<file path="src/rtl/capture_pkg.sv">
// rtl/capture_pkg.sv - shared state type and depth helper for the capture sequencer
package capture_pkg;

  typedef enum logic [2:0] {IDLE, PRE, ARMED, POST, DONE} cap_state_t;

  // Sample RAM depth for a given address width
  function automatic int smpl_depth(input int addr_w);
    return 1 << addr_w;
  endfunction

endpackage

</file>
<file path="src/rtl/wrap_addr_cnt.sv">
// rtl/wrap_addr_cnt.sv - circular RAM write-address counter with sync clear
module wrap_addr_cnt #(
  parameter int ADDR_W = 9
) (
  input  logic              clk,
  input  logic              clr,
  input  logic              inc,
  output logic [ADDR_W-1:0] count
);

  // Clear wins over increment; binary overflow provides the D-1 -> 0 wrap
  always_ff @(posedge clk) begin
    if (clr) begin
      count <= '0;
    end else if (inc) begin
      count <= count + ADDR_W'(1);
    end
  end

endmodule

</file>
<file path="src/rtl/capture_ctrl.sv">
// rtl/capture_ctrl.sv - capture sequencer: pre-trigger fill, arm, post-trigger count, hold
module capture_ctrl
  import capture_pkg::*;
#(
  parameter int ADDR_W = 9
) (
  input  logic              clk,
  input  logic              rst,
  input  logic              run,
  input  logic              en_sample,
  input  logic              trig_in,
  input  logic [ADDR_W-1:0] trig_pos,
  input  logic              ack,
  output logic              armed,
  output logic              we,
  output logic [ADDR_W-1:0] waddr,
  output logic [ADDR_W-1:0] trig_addr,
  output logic              capture_done,
  output logic              busy
);

  // One extra bit so the pre-trigger threshold can reach D when tpos_q is 0
  localparam logic [ADDR_W:0] SMPL_DEPTH = (ADDR_W+1)'(smpl_depth(ADDR_W));

  cap_state_t        state;
  cap_state_t        state_n;
  logic [ADDR_W-1:0] tpos_q;
  logic [ADDR_W:0]   smpl_cnt;
  logic [ADDR_W-1:0] post_cnt;
  logic [ADDR_W:0]   smpl_nxt;
  logic [ADDR_W-1:0] post_nxt;
  logic [ADDR_W:0]   pre_thresh;
  logic              trig_acc;

  assign smpl_nxt   = smpl_cnt + (ADDR_W+1)'(1);
  assign post_nxt   = post_cnt + ADDR_W'(1);
  assign pre_thresh = SMPL_DEPTH - {1'b0, tpos_q};
  assign trig_acc   = (state == ARMED) && trig_in;

  wrap_addr_cnt #(.ADDR_W(ADDR_W)) u_waddr (
    .clk   (clk),
    .clr   (rst),
    .inc   (we),
    .count (waddr)
  );

  // State register; status outputs are registered from the next state so they track it exactly
  always_ff @(posedge clk) begin
    if (rst) begin
      state        <= IDLE;
      armed        <= 1'b0;
      capture_done <= 1'b0;
      busy         <= 1'b0;
    end else begin
      state        <= state_n;
      armed        <= (state_n == ARMED);
      capture_done <= (state_n == DONE);
      busy         <= (state_n != IDLE);
    end
  end

  // Next-state: threshold and final writes are detected on the write that reaches them
  always_comb begin
    state_n = state;
    case (state)
      IDLE:    if (run) state_n = PRE;
      PRE:     if (we && (smpl_nxt == pre_thresh)) state_n = ARMED;
      ARMED:   if (trig_in) state_n = (tpos_q == '0) ? DONE : POST;
      POST:    if (we && (post_nxt == tpos_q)) state_n = DONE;
      DONE:    if (ack) state_n = IDLE;
      default: state_n = IDLE;
    endcase
  end

  // RAM write strobe is the only combinational output
  always_comb begin
    we = 1'b0;
    if ((state == PRE) || (state == ARMED) || (state == POST)) begin
      we = en_sample;
    end
  end

  // Pre/post sample counters and the latched post-trigger length
  always_ff @(posedge clk) begin
    if (rst) begin
      tpos_q   <= '0;
      smpl_cnt <= '0;
      post_cnt <= '0;
    end else if ((state == IDLE) && run) begin
      tpos_q   <= trig_pos;
      smpl_cnt <= '0;
      post_cnt <= '0;
    end else if ((state == PRE) && we) begin
      smpl_cnt <= smpl_nxt;
    end else if ((state == POST) && we) begin
      post_cnt <= post_nxt;
    end
  end

  // Trigger address points at the next sample slot; a same-cycle write counts as pre-trigger
  always_ff @(posedge clk) begin
    if (rst) begin
      trig_addr <= '0;
    end else if (trig_acc) begin
      trig_addr <= waddr + ADDR_W'(we);
    end else if (state_n == IDLE) begin
      trig_addr <= '0;
    end
  end

endmodule
</file>
<file path="config.mk">
export PLATFORM = sky130hd
export DESIGN_NAME = capture_ctrl
export DESIGN_NICKNAME = d
export VERILOG_FILES = /design/src/rtl/capture_pkg.sv /design/src/rtl/wrap_addr_cnt.sv /design/src/rtl/capture_ctrl.sv
export SDC_FILE = /design/constraint.sdc
export NUM_CORES = 1
export LEC_CHECK = 0
export ABC_AREA = 1
export BUFFER_PORTS_ARGS = -buffer_cell sky130_fd_sc_hd__buf_2
export CAP_MARGIN = 20
export CORE_ASPECT_RATIO = 1.4
export CORE_MARGIN = 1
export CORE_UTILIZATION = 40
export DETAILED_ROUTE_END_ITERATION = 8
export SLEW_MARGIN = 0
export SYNTH_ARGS = -nofsm -noshare
export SYNTH_HDL_FRONTEND = slang
export SYNTH_SLANG_ARGS = --single-unit
</file>
<file path="constraint.sdc">
create_clock -name clk -period 2.4 [get_ports clk]
set_input_delay 0.48 -clock clk [delete_from_list [all_inputs] [get_ports clk]]
set_output_delay 0.48 -clock clk [all_outputs]
set_load 0.05 [all_outputs]
</file>
## Yosys cells after proc, flatten, opt, wreduce, memory -nomap -nowiden

Cells that the tools add are included.

| word-level totals | value |
|---|---|
| output and inout port bits | 22 |
| logic and storage cells | 48 |
| input port bits | 15 |
| register bits after elaboration | 52 |

| operators by class | value |
|---|---|
| mux-type cells | 10 |
| reduce and logical (&&, ||, !) cells | 15 |
| bitwise gates (word level) | 1 |
| eq/ne operators | 8 |
| $add $sub $neg | 5 |

Operators with widths:

| cell | count |
|---|---|
| adder 9 x 1 -> 9 bit, second input constant | 2 |
| two-way mux 3 bit | 6 |
| two-way mux 9 bit | 2 |
| one-hot mux 3 bit (5 select lines) | 1 |
| adder 10 x 1 -> 10 bit, second input constant | 1 |
| == test 10 bit | 1 |
| subtractor 10 x 9 -> 10 bit, first input constant | 1 |
| adder 9 x 1 -> 9 bit | 1 |
| == test 3 x 2 -> 1 bit, second input constant | 3 |
| == test 9 bit | 1 |
| logical NOT 9 bit | 1 |
| == test 3 bit, second input constant | 2 |
| logical AND 1 bit | 6 |
| logical NOT 3 bit | 2 |
| == test 3 x 1 -> 1 bit, second input constant | 1 |
| nonzero test 3 bit | 1 |
| logical OR 1 bit | 2 |
| AND reduction 2 bit | 1 |
| nonzero test 2 bit | 1 |
| OR reduction 2 bit | 1 |
| two-way mux 1 bit | 1 |
| NOT 1 bit | 1 |

## Depth between registers and ports, before layout

| depth | value |
|---|---|
| depth in word-level cells | 10 |
| depth in mapped cells | 17 |
| gate-level depth less buffers | 17 |

## Cells and area by module

Synthesis repeated with hierarchy kept, for this count alone.

| unflattened totals | value |
|---|---|
| cell total of the unflattened synthesis | 508 |
| area total of the unflattened synthesis | 3370.7 µm² |

By module, submodules not included:

| module | cells an instance | instances | seq. area each (µm²) | area an instance (µm²) |
|---|---|---|---|---|
| capture_ctrl | 449 | 1 | 860.8 | 2934.1 |
| wrap_addr_cnt | 59 | 1 | 180.2 | 436.7 |

## Worst setup path after synthesis

No wires, ideal clock.

| timing path | value |
|---|---|
| kind | reg-to-reg |
| from | register tpos_q[0] |
| to | register trig_addr[0] |
| data arrival time | 2.062 ns |
| required time | 2.268 ns |
| setup slack | 0.206 ns |
| period minus slack after synthesis | 2.194 ns |
| path buffers | 0 |
| setup time | 0.132 ns |
| stages on the path, launching flop included | 18 |
| cells stage by stage | dfxtp_1 inv_1 ha_1 nand2_1 nor2_1 nand2_1 nor2_1 ha_1 nand2_1 nand2_1 nor2_1 nand3_2 nand2_1 nand2_2 nor2_4 nand2_4 nand3_1 a21oi_1 |

| on the way | value |
|---|---|
| longest elaborated chain between the ends | 7 |
| elaborated cells between the ends (all ways) | 13 |
| those cells by class | add/sub: 1; eq/ne: 2; mux: 5; reduce/logical: 5 |

RTL lines:

| element | RTL line | text |
|---|---|---|
| start: declaration | capture_ctrl.sv:27 | `logic [ADDR_W-1:0] tpos_q;` |
| start signal: assignment | capture_ctrl.sv:90 | `tpos_q <= trig_pos;` |
| subtractor 10 x 9 -> 10 bit | capture_ctrl.sv:37 | `assign pre_thresh = SMPL_DEPTH - {1'b0, tpos_q};` |
| == test 10 bit | capture_ctrl.sv:67 | `PRE: if (we && (smpl_nxt == pre_thresh)) state_n = ARMED;` |
| logical AND 1 bit | capture_ctrl.sv:67 |  |
| two-way mux 3 bit | capture_ctrl.sv:67 |  |
| one-hot mux 3 bit (5 select lines) * | capture_ctrl.sv:65 | `case (state)` |
| logical NOT 3 bit * | capture_ctrl.sv:106 | `end else if (state_n == IDLE) begin` |
| nonzero test 2 bit (no line) * | n/a |  |
| end signal: assignment | capture_ctrl.sv:105 | `trig_addr <= waddr + ADDR_W'(we);` |
| end: declaration | capture_ctrl.sv:17 | `output logic [ADDR_W-1:0] trig_addr,` |

Mark *: on every way between the ends. The rest lies on a longest branch, timed or not.
A chain may end at the register's enable or synchronous reset.

## Worst setup path in the final report

| timing path | value |
|---|---|
| from | register tpos_q[1] |
| to | register trig_addr[4] |

Same word-level chain as after synthesis.

==> impl_metrics.csv <==
group,metric,value,unit
routing,drc,0,
synth,yosysWarnings,0,
synth,synthArstFlopShare,0,
routing,dr.pass1.iters,5,
synth,avgSynthCellArea,6.42,um^2
clock_tree,cts_max_level,2,
pwr,p_per_area,502,nW/um^2
synth,synth.distinct_cells,32,
worst_setup_path,worstReg2RegEnd,"trig_addr[4]",
sta,drv_slew,0,
worst_setup_path,crit_type,"register to register",
sta,fmax,430,MHz
placed_design,dpl_cell_area,3410,um^2
pwr,power.switching,0.557,mW
routing,initialDrtViolationCount,154,
worst_setup_path,cp-end-kind,"register",
placed_design,dp_slack,0.118,ns
floorplanning,rows,37,
cells_and_area,fin_area,3770,um^2
grt,grt_pass1_vias,3096,
grt,antenna_found_initial,0,
worst_setup_path,cp-start-kind,"register",
sta,fin_setup_tns,0,ns
grt,grt_pass1_wl,13800,um
sta,fin_crit,2.33,ns
grt,use_met3,0.0451,
pwr,peakVddDrop,411,uV
clock_tree,cts_tree,"built",
clock_tree,clk_latency,0.32,ns
pwr,combPwrFrac,0.186,
placed_design,gp_congestion,0.859,
placed_design,io_buffers,36,
grt,grt.busiest_layer,"met2",
cells_and_area,postLayoutCoreUtil,0.506,
pwr,leakage,1.72,nW
routing,drtAntennaViolNets,0,
pwr,swShare,0.294,
pwr,p_int,1.33,mW
grt,grt_max_degree,20,
clock_tree,cts_buffers,5,
pwr,clkPwrFrac,0.327,
grt,grt_overflow_total,0,
synth,synth.net_count,509,
cells_and_area,n_fill_cell,770,
outcome,outcome,"complete, no violations",
hold_path,min_path_cells,3,
sta,timing.final.ws_setup,0.0725,ns
grt,grt_util_all_layers,0.214,
worst_setup_path,crit_required,2.60,ns
routing,vias_per_cell,5.07,
clock_tree,clk_pin_slew,0.10,ns
cells_and_area,seqCellArea,1060,um^2
synth,ys.flop_type,"dfxtp_1",
routing,wirelength,8450,um
sta,min_period_over_period,0.970,
floorplanning,die_width,76.7,um
placed_design,dp_hpwl,6340,um
sta,slew_headroom,0.610,
grt,globalRouteMet1Util,0.222,
cells_and_area,multiInputGateArea,1880,um^2
floorplanning,die-height,107,um
cells_and_area,syn_to_final_growth,20.5,%
hold_path,holdPathEnd,"tpos_q[6]",
worst_setup_path,cp.arrival,2.53,ns
synth,synth_edf_count,0,
pwr,p_seq_frac,0.487,
routing,vias,3222,
floorplanning,design.portCount,37,
clock_tree,cts.path.max_buffers,2,
floorplanning,initial_core_util,0.420,
cells_and_area,final_layout_size_suffix_gt1_frac,0.221,
clock_tree,cts_root_buffer,"clkbuf_8",
cells_and_area,n_antenna_cell,0,
synth,yosysSeqAreaShare,0.333,
routing,wl_per_cell,13.3,um
hold_path,hold_class,"input port to register",
sta,skew,0.00713,ns
clock_tree,clkSinkCount,52,
synth,synth_seq_cells,52,
synth,syn_inst,487,
sta,hold_viol,0,
worst_setup_path,r2r_start,"tpos_q[1]",
hold_path,hold_start,"trig_pos[6]",
worst_setup_path,rrSetupSlack,0.07,ns
grt,met2_usage,0.395,
synth,synth_area,3130,um^2
cells_and_area,num-nets-final,560,
floorplanning,coreArea,7450,um^2
worst_setup_path,crit_fanout,5,
floorplanning,dieArea,8180,um^2
sta,setup_viol,0,
worst_setup_path,reg2regPathDepth,17,
sta,tightest_slew,0.581,ns
flow_run,maxCapViolations,0,
## metal layers
metal,up-vias,part of all wire,wire length [um]
li1,1676,-,-
met1,1456,0.41,3440
met2,71,0.52,4360
met3,19,0.043,364
met4,0,0.034,286
met5,-,0,0
## kinds of logic after synthesis
group	count (synthesis)	synth area share
buffers and inverters	84	0.111
AO/OA/AOI/OAI	90	0.150
adder cells (fa/ha/maj)	7	0.0280
XOR/XNOR	7	0.0196
AND/OR/NAND/NOR	247	0.359
flip-flops	52	0.333
## how the worst max path moves through the flow
stage | end | from | slack, ns
floorplan | trig_addr[0] | tpos_q[0] | 0.21
global placement | trig_addr[3] | tpos_q[1] | 0.18
detailed placement | trig_addr[6] | tpos_q[1] | 0.12
CTS | trig_addr[6] | tpos_q[1] | 0.05
global route | trig_addr[4] | tpos_q[1] | -0.05
finish | trig_addr[4] | tpos_q[1] | 0.07
## registers in the layout (all words and copies together), names as in the netlist
register       count
armed              1
busy               1
capture_done       1
post_cnt           9
smpl_cnt          10
state              3
tpos_q             9
trig_addr          9
u_waddr.count      9
## layout make-up
class	instances	share of cell area
inverters	71	0.0707
repair buffers	56	0.0876
clock buffers	6	0.0193
well taps	97	0.0322
multi-input cells	352	0.500
clock inverters	2	0.00930
flip-flops and latches	52	0.281
## synth_stat cells (2+ instances only)
cell type	count	area, um^2
buf_6	2	22.5
xnor2_1	4	35.0
nor2_1	36	135
nand2_2	3	18.8
inv_1	71	267
o21ai_0	40	200
a21oi_1	43	215
nand3_2	6	60.1
nand2_1	120	450
nor2_2	8	50.1
nand3_1	49	245
clkbuf_1	6	22.5
o211ai_1	3	22.5
dfxtp_1	52	1040
xor2_1	3	26.3
nor3_1	10	50.1
nand4_1	8	50.1
nand3b_1	2	15.0
nor2_4	2	22.5
ha_1	7	87.6
## placed cells by master, fill, tap and decap left out, types with 9 or more instances in the layout
master / n
a21oi_1: 40
o21ai_0: 39
buf_2: 36
nand3_1: 44
nor2_1: 31
nand2_1: 117
dfxtp_1: 42
nand3_2: 11
buf_4: 20
inv_1: 69
nor3_1: 9
## power by group through the flow
| stage | registers, mW | logic, mW | clock network, mW |
|---|---|---|---|
| after floorplan | 0.940 | 0.217 | 0 |
| after global placement | 0.939 | 0.299 | 0 |
| after detailed placement | 0.939 | 0.302 | 0 |
| after CTS | 0.919 | 0.303 | 0.638 |
| after global routing | 0.926 | 0.399 | 0.671 |
| final | 0.921 | 0.351 | 0.619 |
## per-stage QoR
stage / hold WS, ns / total power [mW] / cells
floorplan: 0.470 / 1.16 / 487
global placement: 0.465 / 1.24 / 615
detailed placement: 0.471 / 1.24 / 615
CTS: 0.433 / 1.86 / 623
global route: 0.448 / 2.00 / 636
finish: 0.437 / 1.89 / 636
## what timing repair did
action / 4_1_cts / 5_1_grt
hold buffers: 0 / 0
resized for setup: 0 / 47
setup endpoints to repair: 0 / 9
buffers inserted: 0 / 12
## worst max-delay path: stages, from the launching register on
cell,delay (ns)
dfxtp_2,0.35
inv_2,0.08
ha_4,0.13
nand2_2,0.04
nor2_2,0.12
nand2_1,0.08
nor2_1,0.13
ha_2,0.29
nand2_1,0.07
nand2_1,0.07
nor2_2,0.10
nand3_2,0.12
nand2_2,0.12
nand2_4,0.06
nor2_4,0.18
nand2_4,0.11
nand3_2,0.10
a21oi_2,0.07
(Power assumes the default switching activity.)
